$ cat config.mk
export PLATFORM = sky130hd
export DESIGN_NAME = uart_rx_oversampled
export DESIGN_NICKNAME = d
export VERILOG_FILES = /design/src/rtl/uart_rx_oversampled.sv
export SDC_FILE = /design/constraint.sdc
export NUM_CORES = 1
export LEC_CHECK = 0
export CAP_MARGIN = 40
export CORE_ASPECT_RATIO = 1.5
export CORE_MARGIN = 4
export CORE_UTILIZATION = 25
export DETAILED_ROUTE_END_ITERATION = 12
export GPL_ROUTABILITY_DRIVEN = 0
export PLACE_DENSITY_LB_ADDON = 0.05
export REMOVE_ABC_BUFFERS = 1
export SETUP_SLACK_MARGIN = 0.1
export SYNTH_ARGS = -nofsm -noshare
export SYNTH_HDL_FRONTEND = slang
export SYNTH_SLANG_ARGS = --single-unit
$ cat constraint.sdc
create_clock -name clk -period 3.2 [get_ports clk]
set_input_delay 0.64 -clock clk [delete_from_list [all_inputs] [get_ports clk]]
set_output_delay 0.64 -clock clk [all_outputs]
set_load 0.01 [all_outputs]
$ cat src/rtl/uart_rx_oversampled.sv
// Oversampled UART receiver: 2-flop input synchronizer, tick-paced frame FSM and a
// single holding register with valid/ready handshake plus false-start/framing/parity/overrun status.
module uart_rx_oversampled #(
   parameter int DATA_BITS  = 8,
   parameter int OVERSAMPLE = 16,
   parameter bit PARITY_EN  = 1'b0,
   parameter bit PARITY_ODD = 1'b0
) (
   input  logic                 clk,
   input  logic                 rst,
   input  logic                 tick_16x,
   input  logic                 rx,
   output logic [DATA_BITS-1:0] rx_data,
   output logic                 rx_valid,
   input  logic                 rx_ready,
   output logic                 parity_err,
   output logic                 frame_err,
   output logic                 overrun,
   output logic                 busy
);

   localparam int CW = (OVERSAMPLE > 1) ? $clog2(OVERSAMPLE) : 1;
   localparam int IW = $clog2(DATA_BITS + 1);
   localparam logic [CW-1:0] HALF_M1  = CW'(OVERSAMPLE / 2 - 1);
   localparam logic [CW-1:0] FULL_M1  = CW'(OVERSAMPLE - 1);
   localparam logic [IW-1:0] LAST_BIT = IW'(DATA_BITS - 1);

   typedef enum logic [2:0] {
      IDLE,
      START,
      DATA,
      PARITY,
      STOP,
      BREAK
   } state_t;

   state_t               state_reg, state_next;
   logic [1:0]           sync_reg;
   logic                 rxs;
   logic [CW-1:0]        cnt_reg, cnt_next;
   logic [IW-1:0]        idx_reg, idx_next;
   logic [DATA_BITS-1:0] shift_reg, shift_next;
   logic                 perr_reg, perr_next;
   logic                 good_reg, good_next;
   logic                 bad_reg, bad_next;
   logic [DATA_BITS-1:0] rx_data_reg;
   logic                 rx_valid_reg;
   logic                 parity_err_reg;
   logic                 frame_err_reg;
   logic                 overrun_reg;
   logic                 load;

   // rx is asynchronous to clk; both stages reset to the idle level
   always_ff @(posedge clk or negedge rst) begin
      if (!rst) begin
         sync_reg <= 2'b11;
      end else begin
         sync_reg <= {sync_reg[0], rx};
      end
   end

   assign rxs = sync_reg[1];

   always_ff @(posedge clk or negedge rst) begin
      if (!rst) begin
         state_reg <= IDLE;
         cnt_reg   <= '0;
         idx_reg   <= '0;
         shift_reg <= '0;
         perr_reg  <= 1'b0;
         good_reg  <= 1'b0;
         bad_reg   <= 1'b0;
      end else begin
         state_reg <= state_next;
         cnt_reg   <= cnt_next;
         idx_reg   <= idx_next;
         shift_reg <= shift_next;
         perr_reg  <= perr_next;
         good_reg  <= good_next;
         bad_reg   <= bad_next;
      end
   end

   always_comb begin
      state_next = state_reg;
      cnt_next   = cnt_reg;
      idx_next   = idx_reg;
      shift_next = shift_reg;
      perr_next  = perr_reg;
      good_next  = 1'b0;
      bad_next   = 1'b0;

      case (state_reg)
         IDLE: begin
            if (tick_16x && !rxs) begin
               state_next = START;
               cnt_next   = '0;
            end
         end

         START: begin
            if (tick_16x) begin
               if (cnt_reg == HALF_M1) begin
                  cnt_next = '0;
                  if (rxs) begin
                     state_next = IDLE;
                  end else begin
                     state_next = DATA;
                     idx_next   = '0;
                     perr_next  = 1'b0;
                  end
               end else begin
                  cnt_next = cnt_reg + CW'(1);
               end
            end
         end

         DATA: begin
            if (tick_16x) begin
               if (cnt_reg == FULL_M1) begin
                  cnt_next = '0;
                  // Right shift: the first (LSB) bit ends up at bit 0 after DATA_BITS samples
                  shift_next = {rxs, shift_reg[DATA_BITS-1:1]};
                  if (idx_reg == LAST_BIT) begin
                     state_next = PARITY_EN ? PARITY : STOP;
                  end else begin
                     idx_next = idx_reg + IW'(1);
                  end
               end else begin
                  cnt_next = cnt_reg + CW'(1);
               end
            end
         end

         PARITY: begin
            if (tick_16x) begin
               if (cnt_reg == FULL_M1) begin
                  cnt_next   = '0;
                  perr_next  = ((^shift_reg) ^ rxs) != PARITY_ODD;
                  state_next = STOP;
               end else begin
                  cnt_next = cnt_reg + CW'(1);
               end
            end
         end

         STOP: begin
            if (tick_16x) begin
               if (cnt_reg == FULL_M1) begin
                  cnt_next = '0;
                  if (rxs) begin
                     good_next  = 1'b1;
                     state_next = IDLE;
                  end else begin
                     bad_next   = 1'b1;
                     state_next = BREAK;
                  end
               end else begin
                  cnt_next = cnt_reg + CW'(1);
               end
            end
         end

         BREAK: begin
            // Line must return high before another start can be recognised
            if (rxs) begin
               state_next = IDLE;
               cnt_next   = '0;
            end
         end

         default: begin
            state_next = IDLE;
            cnt_next   = '0;
         end
      endcase
   end

   // The frame result is registered once more, so the handshake decision uses the
   // consumer's rx_ready on the same edge that loads the holding register.
   assign load = good_reg && (!rx_valid_reg || rx_ready);

   always_ff @(posedge clk or negedge rst) begin
      if (!rst) begin
         rx_data_reg    <= '0;
         rx_valid_reg   <= 1'b0;
         parity_err_reg <= 1'b0;
         frame_err_reg  <= 1'b0;
         overrun_reg    <= 1'b0;
      end else begin
         frame_err_reg <= bad_reg;
         overrun_reg   <= good_reg && rx_valid_reg && !rx_ready;
         if (load) begin
            rx_data_reg    <= shift_reg;
            parity_err_reg <= PARITY_EN ? perr_reg : 1'b0;
            rx_valid_reg   <= 1'b1;
         end else if (rx_ready) begin
            rx_valid_reg <= 1'b0;
         end
      end
   end

   assign rx_data    = rx_data_reg;
   assign rx_valid   = rx_valid_reg;
   assign parity_err = parity_err_reg;
   assign frame_err  = frame_err_reg;
   assign overrun    = overrun_reg;
   assign busy       = (state_reg != IDLE);

endmodule

**Word-level counts from Yosys, hierarchy flattened**

Cells that the tools add are included.

- $add $sub $neg: 2
- Multipliers: 0
- Divide/modulo/power cells: 0
- Order comparisons: 0
- Equal/unequal tests: 22
- Shift operators: 0
- Mux-type cells: 38
- Bitwise logic cells: 0
- Reductions and logical operators: 17

Operator list:

| kind | number |
|---|---|
| 4-bit 2-to-1 mux | 12 |
| 3-bit 2-to-1 mux | 12 |
| 2-bit inequality test (second input constant) | 13 |
| 3-bit one-hot mux with 6 select lines | 1 |
| 4-bit one-hot mux with 4 select lines | 1 |
| 11-bit AND reduction | 1 |
| 1-bit 2-to-1 mux | 10 |
| 4-bit by 1-bit adder with 4-bit output (second input constant) | 2 |
| 4-bit by 3-bit equality test with 1-bit output (second input constant) | 2 |
| 4-bit one-hot mux with 2 select lines | 1 |
| 7-bit AND reduction | 1 |
| 3-bit by 2-bit equality test with 1-bit output (second input constant) | 2 |
| 3-bit equality test (second input constant) | 2 |
| 4-bit equality test (second input constant) | 1 |
| 1-bit logical AND | 4 |
| 4-bit AND reduction | 1 |
| 2-bit nonzero test | 2 |
| 3-bit by 1-bit equality test with 1-bit output (second input constant) | 1 |
| 1-bit logical NOT | 3 |
| 3-bit logical NOT | 1 |
| 3-bit AND reduction | 1 |
| 3-bit nonzero test | 1 |
| 3-bit OR reduction | 1 |
| 2-bit 2-to-1 mux | 1 |
| 2 further kinds | 2 |

- Register bits after elaboration: 34
- Latch bits: 0
- RAM bits: 0
- Bits in read-only memories: 0
- Input port bits: 5
- Output and inout port bits: 13
- Word-level logic and storage cells: 90
- Memories kept: 0

**Longest topological paths before layout**

Gate-level depths: netlist (run 1).

- Depth after elaboration: 5
- Gate-level depth with buffers: 5
- Mapped depth without buffers: 5

**Worst setup path after synthesis (run 1)**

No wires, ideal clock.

- Kind: input port to flip-flop
- From: in tick_16x
- To: reg shift_reg[0]
- Setup time: 0.125 ns
- Arrival: 1.506 ns
- Data required time: 3.075 ns
- Slack: 1.569 ns
- Stages: 4
- Path buffers: 1
- Cells stage by stage: and3_1 and3_1 buf_4 mux2_2

- Cells in the longest elaborated chain, start to end: 1

RTL lines:

| what | RTL line | RTL |
|---|---|---|
| from (decl) | 11 | `input logic tick_16x,` |
| 3-bit AND reduction (no source line) | -- |  |
| to (signal assigned) | 77 | `shift_reg <= shift_next;` |
| to (decl) | 42 | `logic [DATA_BITS-1:0] shift_reg, shift_next;` |

Every way passes these cells.
A chain may end at the register's enable or synchronous reset.

**Worst setup path after layout (run 1)**

- From: reg state_reg[1]
- To: out busy

- Cells in the longest elaborated chain, start to end: 1

RTL lines:

| what | RTL line | RTL |
|---|---|---|
| from (decl) | 37 | `state_t state_reg, state_next;` |
| from (signal assigned) | 74 | `state_reg <= state_next;` |
| 3-bit nonzero test | 208 | `assign busy = (state_reg != IDLE);` |
| to (decl) | 19 | `output logic busy` |

Every way passes these cells.

==> results of run 1 <==
per-stage QoR:
stage	hold WS [ps]	total power, mW
floorplan	331	0.755
global placement	341	0.850
detailed placement	350	0.855
CTS	351	1.19
global route	360	1.25
finish	352	1.16
final cells by class:
| type | instances | share of cell area |
|---|---|---|
| inverters | 6 | 0.0119 |
| well taps | 74 | 0.0489 |
| repair buffers | 17 | 0.0886 |
| multi-input cells | 86 | 0.352 |
| flip-flops and latches | 34 | 0.451 |
| clock inverters | 1 | 0.00264 |
| clock buffers | 7 | 0.0456 |
worst max-delay path by stage:
stage                       from      endpoint  slack (ps)  cells past startpoint
floorplan               tick_16x  shift_reg[0]        1510                      3
global placement        tick_16x  shift_reg[4]         780                      4
detailed placement      tick_16x  shift_reg[4]         730                      4
CTS                 state_reg[1]          busy         820                      2
global route        state_reg[1]          busy         760                      2
finish              state_reg[1]          busy         830                      2
placed cells by master (no fill, tap or decap), drive strengths merged, types with 2 or more instances in the layout:
cell	n
a22o	4
and3	2
clkbuf	7
clkdlybuf4s50	16
dfrtp	32
dfstp	2
ha	2
inv	6
mux2	17
nand2	7
nand2b	3
nand3	4
nand3b	2
nor2	5
nor2b	4
o21ai	7
o221ai	2
or3	3
power by group:
group	leakage, nW	switching, mW	internal (mW)
Sequential	0.461	0.0732	0.468
Combinational	0.363	0.154	0.148
Clock	0.0482	0.146	0.173
Total	0.872	0.373	0.790
routing by layer:
metal,part of all wire,vias to the layer above,GRT usage,wire [um]
met5,0,-,0,0
met4,0.023,0,0.0435,72
met3,0.041,6,0.0286,126
met2,0.52,21,0.152,1620
met1,0.41,514,0.107,1280
li1,-,510,-,-
critical path: stages, from the launching register on:
cell and delay (ps):
dfrtp_1 500, or3_1 450, clkdlybuf4s50_1 500
kinds of logic (layout without fill, tap and decap cells):
family / Yosys count / count (layout) / share of synthesized area
other cells: 1 / 1 / 0.00236
simple gates: 40 / 40 / 0.154
xor+xnor: 1 / 1 / 0.00552
mux: 17 / 17 / 0.121
buf+inv: 13 / 31 / 0.0433
flops: 34 / 34 / 0.537
compound gates: 25 / 25 / 0.121
fa+ha+maj: 2 / 2 / 0.0158
==> flow_metrics.py, run 1 <==
metrics = {
    "status": {
        "status": "finished, final reports clean",
    },
    "synthesis": {
        "synth-seq-cells": 34,
        "synth-edff-count": 0,
        "synth.distinct_cells": 45,
        "avgSynthCellArea_um2": 11.9,
        "synthesis.area_um2": 1590,
        "synth_seq_area_share": 0.537,
        "netlist_top_cells_count": "dfrtp_1 (32), mux2_2 (17), nand2_1 (7)",
        "yosysWarnings": 0,
        "synth_most_common_cell": "dfrtp_1",
        "synth_async_sr_flop_share": 1.00,
        "synthTopCellsByArea": "dfrtp_1 (50%), mux2_2 (12%), dfstp_2 (3.3%), a22o_1 (2.2%), nand2_1 (1.7%)",
        "synth.largest_area_cell": "dfrtp_1",
        "postSynthCellCount": 133,
        "synthFlopType": "dfrtp_1",
        "synth.top_cell.area_share": 0.504,
    },
    "grt": {
        "antenna_found_initial": 0,
        "grt_max_degree": 35,
        "grt_pass1_vias": 1130,
        "grt_first_pass_wirelength_um": 5500,
        "globalRouteOverflowTotal": 0,
        "grtUsageTotal": 0.0926,
    },
    "timing": {
        "setup_viol": 0,
        "min_period_ps": 2370,
        "fmax_mhz": 422,
        "final_max_slew_viol_count": 0,
        "rsz0062_at_grt": "no",
        "fin_tns_setup_ps": 0,
        "hold_viol_final": 0,
        "skew_ps": 5.00,
        "fin_crit_sh": 0.741,
        "setup_ws_ps": 829,
    },
    "detailed_routing": {
        "viasPerCell": 4.67,
        "dr_total_vias": 1051,
        "drc": 0,
        "wl_per_cell_um": 13.8,
        "drtIter0Drc": 54,
        "routed_wl_um": 3100,
        "ant_nets": 0,
        "firstDrtPassIters": 4,
    },
    "layout": {
        "multi_input_area_um2": 666,
        "antenna_cells": 0,
        "drive_gt1_frac": 0.212,
        "area_growth_pct": 19.2,
        "fin_util": 0.307,
        "instances_no_fill": 225,
        "fin_area_um2": 1890,
        "nFillCells": 618,
        "register_area_um2": 853,
        "finalNetCount": 157,
    },
    "clock_tree": {
        "ctsLongestPathBuffers": 2,
        "clk_latency_ps": 280,
        "postCtsHoldBufs": 0,
        "cts.sinks": 34,
        "post-cts-setup-buffer-count": 0,
        "cts_tree": "built",
        "cts-htree-levels": 2,
        "path_clk_slew_ps": 70,
        "cts_resized": 0,
        "cts_root_buf": "clkbuf_8",
        "cts_inserted_buffers": 5,
    },
    "worst_hold_path": {
        "hp-class": "reg -> reg",
        "worstHoldEndpoint": "sync_reg[1]",
        "hold_start": "sync_reg[0]",
        "holdPathStages": 0,
    },
    "setup_path": {
        "rrSetupSlack_ps": 1380,
        "cp-start-kind": "flip-flop",
        "path_max_fanout": 12,
        "end_kind": "output port",
        "cp_data_required_time_ps": 2560,
        "crit_type": "reg -> out",
        "regToRegEndpoint": "shift_reg[4]",
        "ff2ff_path_depth": 3,
        "crit_arrival_ps": 1730,
        "timing.rr.start": "state_reg[1]",
    },
    "placement": {
        "io_buffers": 16,
        "placed_area_um2": 1800,
        "dp_slack_ps": 734,
        "dpl.cell_count": 217,
        "hpwl_um": 2320,
    },
    "power_and_ir_drop": {
        "leakagePower_nw": 0.872,
        "ir_drop_uv": 313,
        "p_per_area_nw_per_um2": 614,
    },
    "die": {
        "dieArea_um2": 7720,
        "ios": 18,
        "core_um2": 6170,
        "initial_utilization": 0.257,
        "std_cell_rows": 35,
        "die_w_um": 73.1,
        "die_h_um": 106,
    },
    "run": {
        "drv_cap": 0,
    },
}
Power figures use the tool's default switching activity.
==> run 2, diff against run 1 <==
Clock period 3.2 ns to 2.05 ns, I/O delays scaled along.
==> run 2 against run 1 <==
Against the previous run: global-route usage rose by 0.41 points; sequential power is 46% higher; non-clock buffer count is 9 higher; largest cell class unchanged; largest power group unchanged.
==> flow_metrics.py, run 2 (synthesis gave the netlist of run 1 again) <==
metrics = {
    "status": {
        "status": "finished, final reports clean",
    },
    "die": {
        "ios": 18,
        "initial_utilization": 0.257,
        "die_w_um": 73.1,
        "die_h_um": 106,
        "std_cell_rows": 35,
        "dieArea_um2": 7720,
        "core_um2": 6170,
    },
    "worst_hold_path": {
        "hp-class": "reg -> reg",
    },
    "grt": {
        "antenna_found_initial": 0,
        "globalRouteOverflowTotal": 0,
        "grtUsageTotal": 0.0968,
        "grt_pass1_vias": 1158,
        "grt_max_degree": 35,
        "grt_first_pass_wirelength_um": 5780,
    },
    "timing": {
        "fin_tns_setup_ps": 0,
        "hold_viol_final": 0,
        "rsz0062_at_grt": "no",
        "setup_viol": 0,
        "skew_ps": 9.59,
        "setup_ws_ps": 215,
        "min_period_ps": 1840,
        "fmax_mhz": 545,
        "fin_crit_sh": 0.895,
        "final_max_slew_viol_count": 0,
    },
    "clock_tree": {
        "cts_tree": "built",
        "postCtsHoldBufs": 0,
        "path_clk_slew_ps": 60,
        "clk_latency_ps": 280,
        "cts.sinks": 34,
        "cts_root_buf": "clkbuf_8",
        "cts_inserted_buffers": 5,
        "cts-htree-levels": 2,
        "ctsLongestPathBuffers": 2,
    },
    "detailed_routing": {
        "wl_per_cell_um": 14.3,
        "drc": 0,
        "dr_total_vias": 1097,
        "routed_wl_um": 3350,
        "ant_nets": 0,
        "drtIter0Drc": 14,
        "viasPerCell": 4.69,
        "firstDrtPassIters": 4,
    },
    "layout": {
        "drive_gt1_frac": 0.256,
        "final_common_cell": "dfrtp_1",
        "layout_common_cells": "dfrtp_1 (32), mux2_2 (17), clkdlybuf4s50_1 (15)",
        "nFillCells": 624,
        "finalNetCount": 166,
        "antenna_cells": 0,
        "area_growth_pct": 24.2,
    },
    "setup_path": {
        "crit_type": "reg -> out",
        "cp_data_required_time_ps": 1640,
        "cp-start-kind": "flip-flop",
        "end_kind": "output port",
        "path_max_fanout": 5,
        "crit_arrival_ps": 1430,
    },
    "placement": {
        "io_buffers": 16,
        "hpwl_um": 2430,
        "dp_slack_ps": 120,
    },
    "power_and_ir_drop": {
        "p_per_area_nw_per_um2": 959,
        "ir_drop_uv": 444,
        "leakagePower_nw": 0.921,
    },
    "run": {
        "drv_cap": 0,
    },
}
-- run 2: cell count changes in the layout (fill, tap and decap cells not counted), sizes merged --
cell and delta:
dlygate4sd2 +1, clkdlybuf4s50 -1, buf +9
-- run 2: worst paths after layout --
| path | end | depth (start not counted) | startpoint | slack (ps) |
|---|---|---|---|---|
| max reg2reg | state_reg[0] | 5 | state_reg[1] | 270 |
| min in group asynchronous | state_reg[0] | 2 | rst | 540 |
| min reg2reg | sync_reg[1] | 0 | sync_reg[0] | 360 |
| max | busy | 2 | state_reg[1] | 210 |
| max in group asynchronous | sync_reg[1] | 2 | rst | 1170 |
| min | sync_reg[1] | 0 | sync_reg[0] | 360 |
-- run 2: power breakdown --
part | total, mW | switching (mW) | internal (mW)
clock network | 0.511 | 0.240 | 0.271
logic | 0.589 | 0.310 | 0.279
registers | 0.792 | 0.0599 | 0.732
-- run 2: metrics by stage --
stage	instances	cell area (um2)	util	power [mW]	hold WS [ps]
floorplan	126	1540	-	1.18	114
finish	234	1970	0.319	1.89	360
detailed placement	226	1880	0.305	1.41	350
global placement	226	1880	0.305	1.40	339
CTS	234	1970	0.319	1.93	362
global route	234	1970	0.319	2.04	367
-- run 2: worst max-delay path: stages, from the launching register on --
cell	delay, ps
dfrtp_1	430
or3_1	420
dlygate4sd2_1	300
-- run 2: timing repair --
item,in CTS,in global routing
gates resized for setup,1,0
buffers inserted,0,0
endpoints found under the setup margin,1,0
-- run 2: layer usage --
metal	GRT usage	routed length, um
met1	0.116	1450
met2	0.158	1720
met3	0.0239	108
met4	0.0449	73
met5	0	0
-- run 2: area by class of cell --
type	count	area, um2	area share
flip-flops and latches	34	853	0.433
clock buffers	7	86.3	0.0438
inverters	6	22.5	0.0114
multi-input cells	86	666	0.338
clock inverters	1	5.00	0.00254
repair buffers	26	246	0.125
well taps	74	92.6	0.0470
==> run 3, diff against run 2 <==
Settings changed: CORE_ASPECT_RATIO 1.5 to not set, CTS_CLUSTER_SIZE set to 30.
==> run 3 against run 2 <==
Against the previous run: clock-buffer cell count shrank 1; clock skew shrank 2.8 ps; fmax grew 2.5%; sequential share of layout area grew 0.50 points; cell area shrank 1.1%; critical endpoint is now shift_reg[1]; global-route usage shrank 0.76 points; register-to-register slack is essentially flat; largest power group unchanged; largest cell class unchanged; worst setup slack gained 45 ps; flip-flop and latch count is the same; worst hold slack lost 4.9 ps; non-clock buffer count shrank 2; die area shrank 0.34%.
==> flow_metrics.py, run 3 (synthesis gave the netlist of run 1 again) <==
metrics = {
    "status": {
        "status": "finished, final reports clean",
    },
    "layout": {
        "antenna_cells": 0,
        "finalNetCount": 164,
        "fin_util": 0.324,
        "area_growth_pct": 22.8,
        "layout_common_cells": "dfrtp_1 (32), mux2_2 (17), clkdlybuf4s50_1 (15)",
        "nFillCells": 634,
        "final_common_cell": "dfrtp_1",
        "drive_gt1_frac": 0.253,
    },
    "timing": {
        "fmax_mhz": 558,
        "hold_viol_final": 0,
        "setup_viol": 0,
        "fin_crit_sh": 0.874,
        "final_max_slew_viol_count": 0,
        "min_period_ps": 1790,
        "fin_tns_setup_ps": 0,
        "rsz0062_at_grt": "no",
        "skew_ps": 6.83,
    },
    "grt": {
        "grt_pass1_vias": 1102,
        "use_met3": 0.0320,
        "grtUsageTotal": 0.0891,
        "grt_max_degree": 35,
        "met1_usage": 0.109,
        "antenna_found_initial": 0,
        "grt-busiest-layer": "met2",
        "use_met2": 0.142,
        "globalRouteOverflowTotal": 0,
        "grt_first_pass_wirelength_um": 5220,
    },
    "clock_tree": {
        "postCtsHoldBufs": 0,
        "ctsLongestPathBuffers": 2,
        "clk_latency_ps": 290,
        "cts_tree": "built",
        "cts_inserted_buffers": 5,
        "post-cts-setup-buffer-count": 0,
        "cts.sinks": 34,
        "cts_root_buf": "clkbuf_8",
        "path_clk_slew_ps": 70,
        "cts_resized": 1,
        "cts-htree-levels": 2,
    },
    "worst_hold_path": {
        "worstHoldEndpoint": "frame_err",
        "holdPathStages": 0,
        "hp-class": "reg -> reg",
        "hold_start": "bad_reg",
    },
    "power_and_ir_drop": {
        "leakagePower_nw": 0.908,
        "ir_drop_uv": 332,
        "p_per_area_nw_per_um2": 963,
    },
    "die": {
        "die_h_um": 87.7,
        "initial_utilization": 0.263,
        "core_um2": 6030,
        "dieArea_um2": 7690,
        "ios": 18,
        "die_w_um": 87.7,
        "std_cell_rows": 28,
    },
    "setup_path": {
        "timing.rr.start": "state_reg[0]",
        "crit_type": "reg -> reg",
        "rrSetupSlack_ps": 260,
        "regToRegEndpoint": "shift_reg[1]",
        "ff2ff_path_depth": 4,
        "crit_arrival_ps": 1960,
        "cp_data_required_time_ps": 2220,
        "cp-start-kind": "flip-flop",
        "end_kind": "flip-flop",
        "path_max_fanout": 10,
    },
    "detailed_routing": {
        "routed_wl_um": 3060,
        "viasPerCell": 4.63,
        "dr_total_vias": 1079,
        "ant_nets": 0,
        "firstDrtPassIters": 4,
        "drtIter0Drc": 21,
        "drc": 0,
        "wl_per_cell_um": 13.1,
    },
    "placement": {
        "io_buffers": 16,
        "hpwl_um": 2210,
    },
    "run": {
        "drv_cap": 0,
    },
}
## run 3: changes by cell type in the layout (fill, tap and decap cells not counted)
cell,before,now
clkinvlp_4,0,1
buf_12,1,0
buf_4,9,8
clkbuf_1,1,0
## run 3: routing by layer
metal | share of wire | vias to the layer above
met3 | 0.051 | 6
met5 | 0 | -
met1 | 0.48 | 527
met4 | 0.018 | 0
li1 | - | 525
met2 | 0.45 | 21
## run 3: layout make-up
cell class / count / area (um2) / area share
timing repair buffer: 24 / 219 / 0.112
inverter: 6 / 22.5 / 0.0116
clock inverter: 2 / 12.5 / 0.00642
sequential: 34 / 853 / 0.438
multi-input combinational: 86 / 666 / 0.341
clock buffer: 6 / 82.6 / 0.0424
tap: 75 / 93.8 / 0.0481
## run 3: report_power, final
part,switching [mW],internal [mW]
clock,0.245,0.270
sequential,0.0562,0.732
combinational,0.307,0.268
## run 3: per-stage QoR
stage | hold WS, ps | power [mW] | instances | instance area [um2] | worst slack (ps)
2_1_floorplan | 114 | 1.18 | 126 | 1540 | 442
3_3_place_gp | 340 | 1.39 | 225 | 1860 | 77.8
3_5_place_dp | 346 | 1.38 | 225 | 1860 | 2.88
4_1_cts | 362 | 1.91 | 233 | 1950 | 229
5_1_grt | 363 | 2.02 | 233 | 1950 | 148
6_report | 355 | 1.88 | 233 | 1950 | 259
## run 3: how the worst max path moves through the flow
stage / start / endpoint / slack [ps] / depth (start not counted)
5_1_grt: state_reg[0] / shift_reg[1] / 150 / 4
3_3_place_gp: tick_16x / shift_reg[4] / 80 / 4
6_report: state_reg[0] / shift_reg[1] / 260 / 4
4_1_cts: state_reg[0] / shift_reg[1] / 230 / 4
3_5_place_dp: tick_16x / shift_reg[5] / 3 / 4
2_1_floorplan: cnt_reg[0] / shift_reg[0] / 440 / 4
## run 3: critical path, cell delays in order, from the launching register on
cell     delay, ps
dfrtp_1        380
buf_4          170
nor3b_2        310
and3_1         440
mux2_2         380
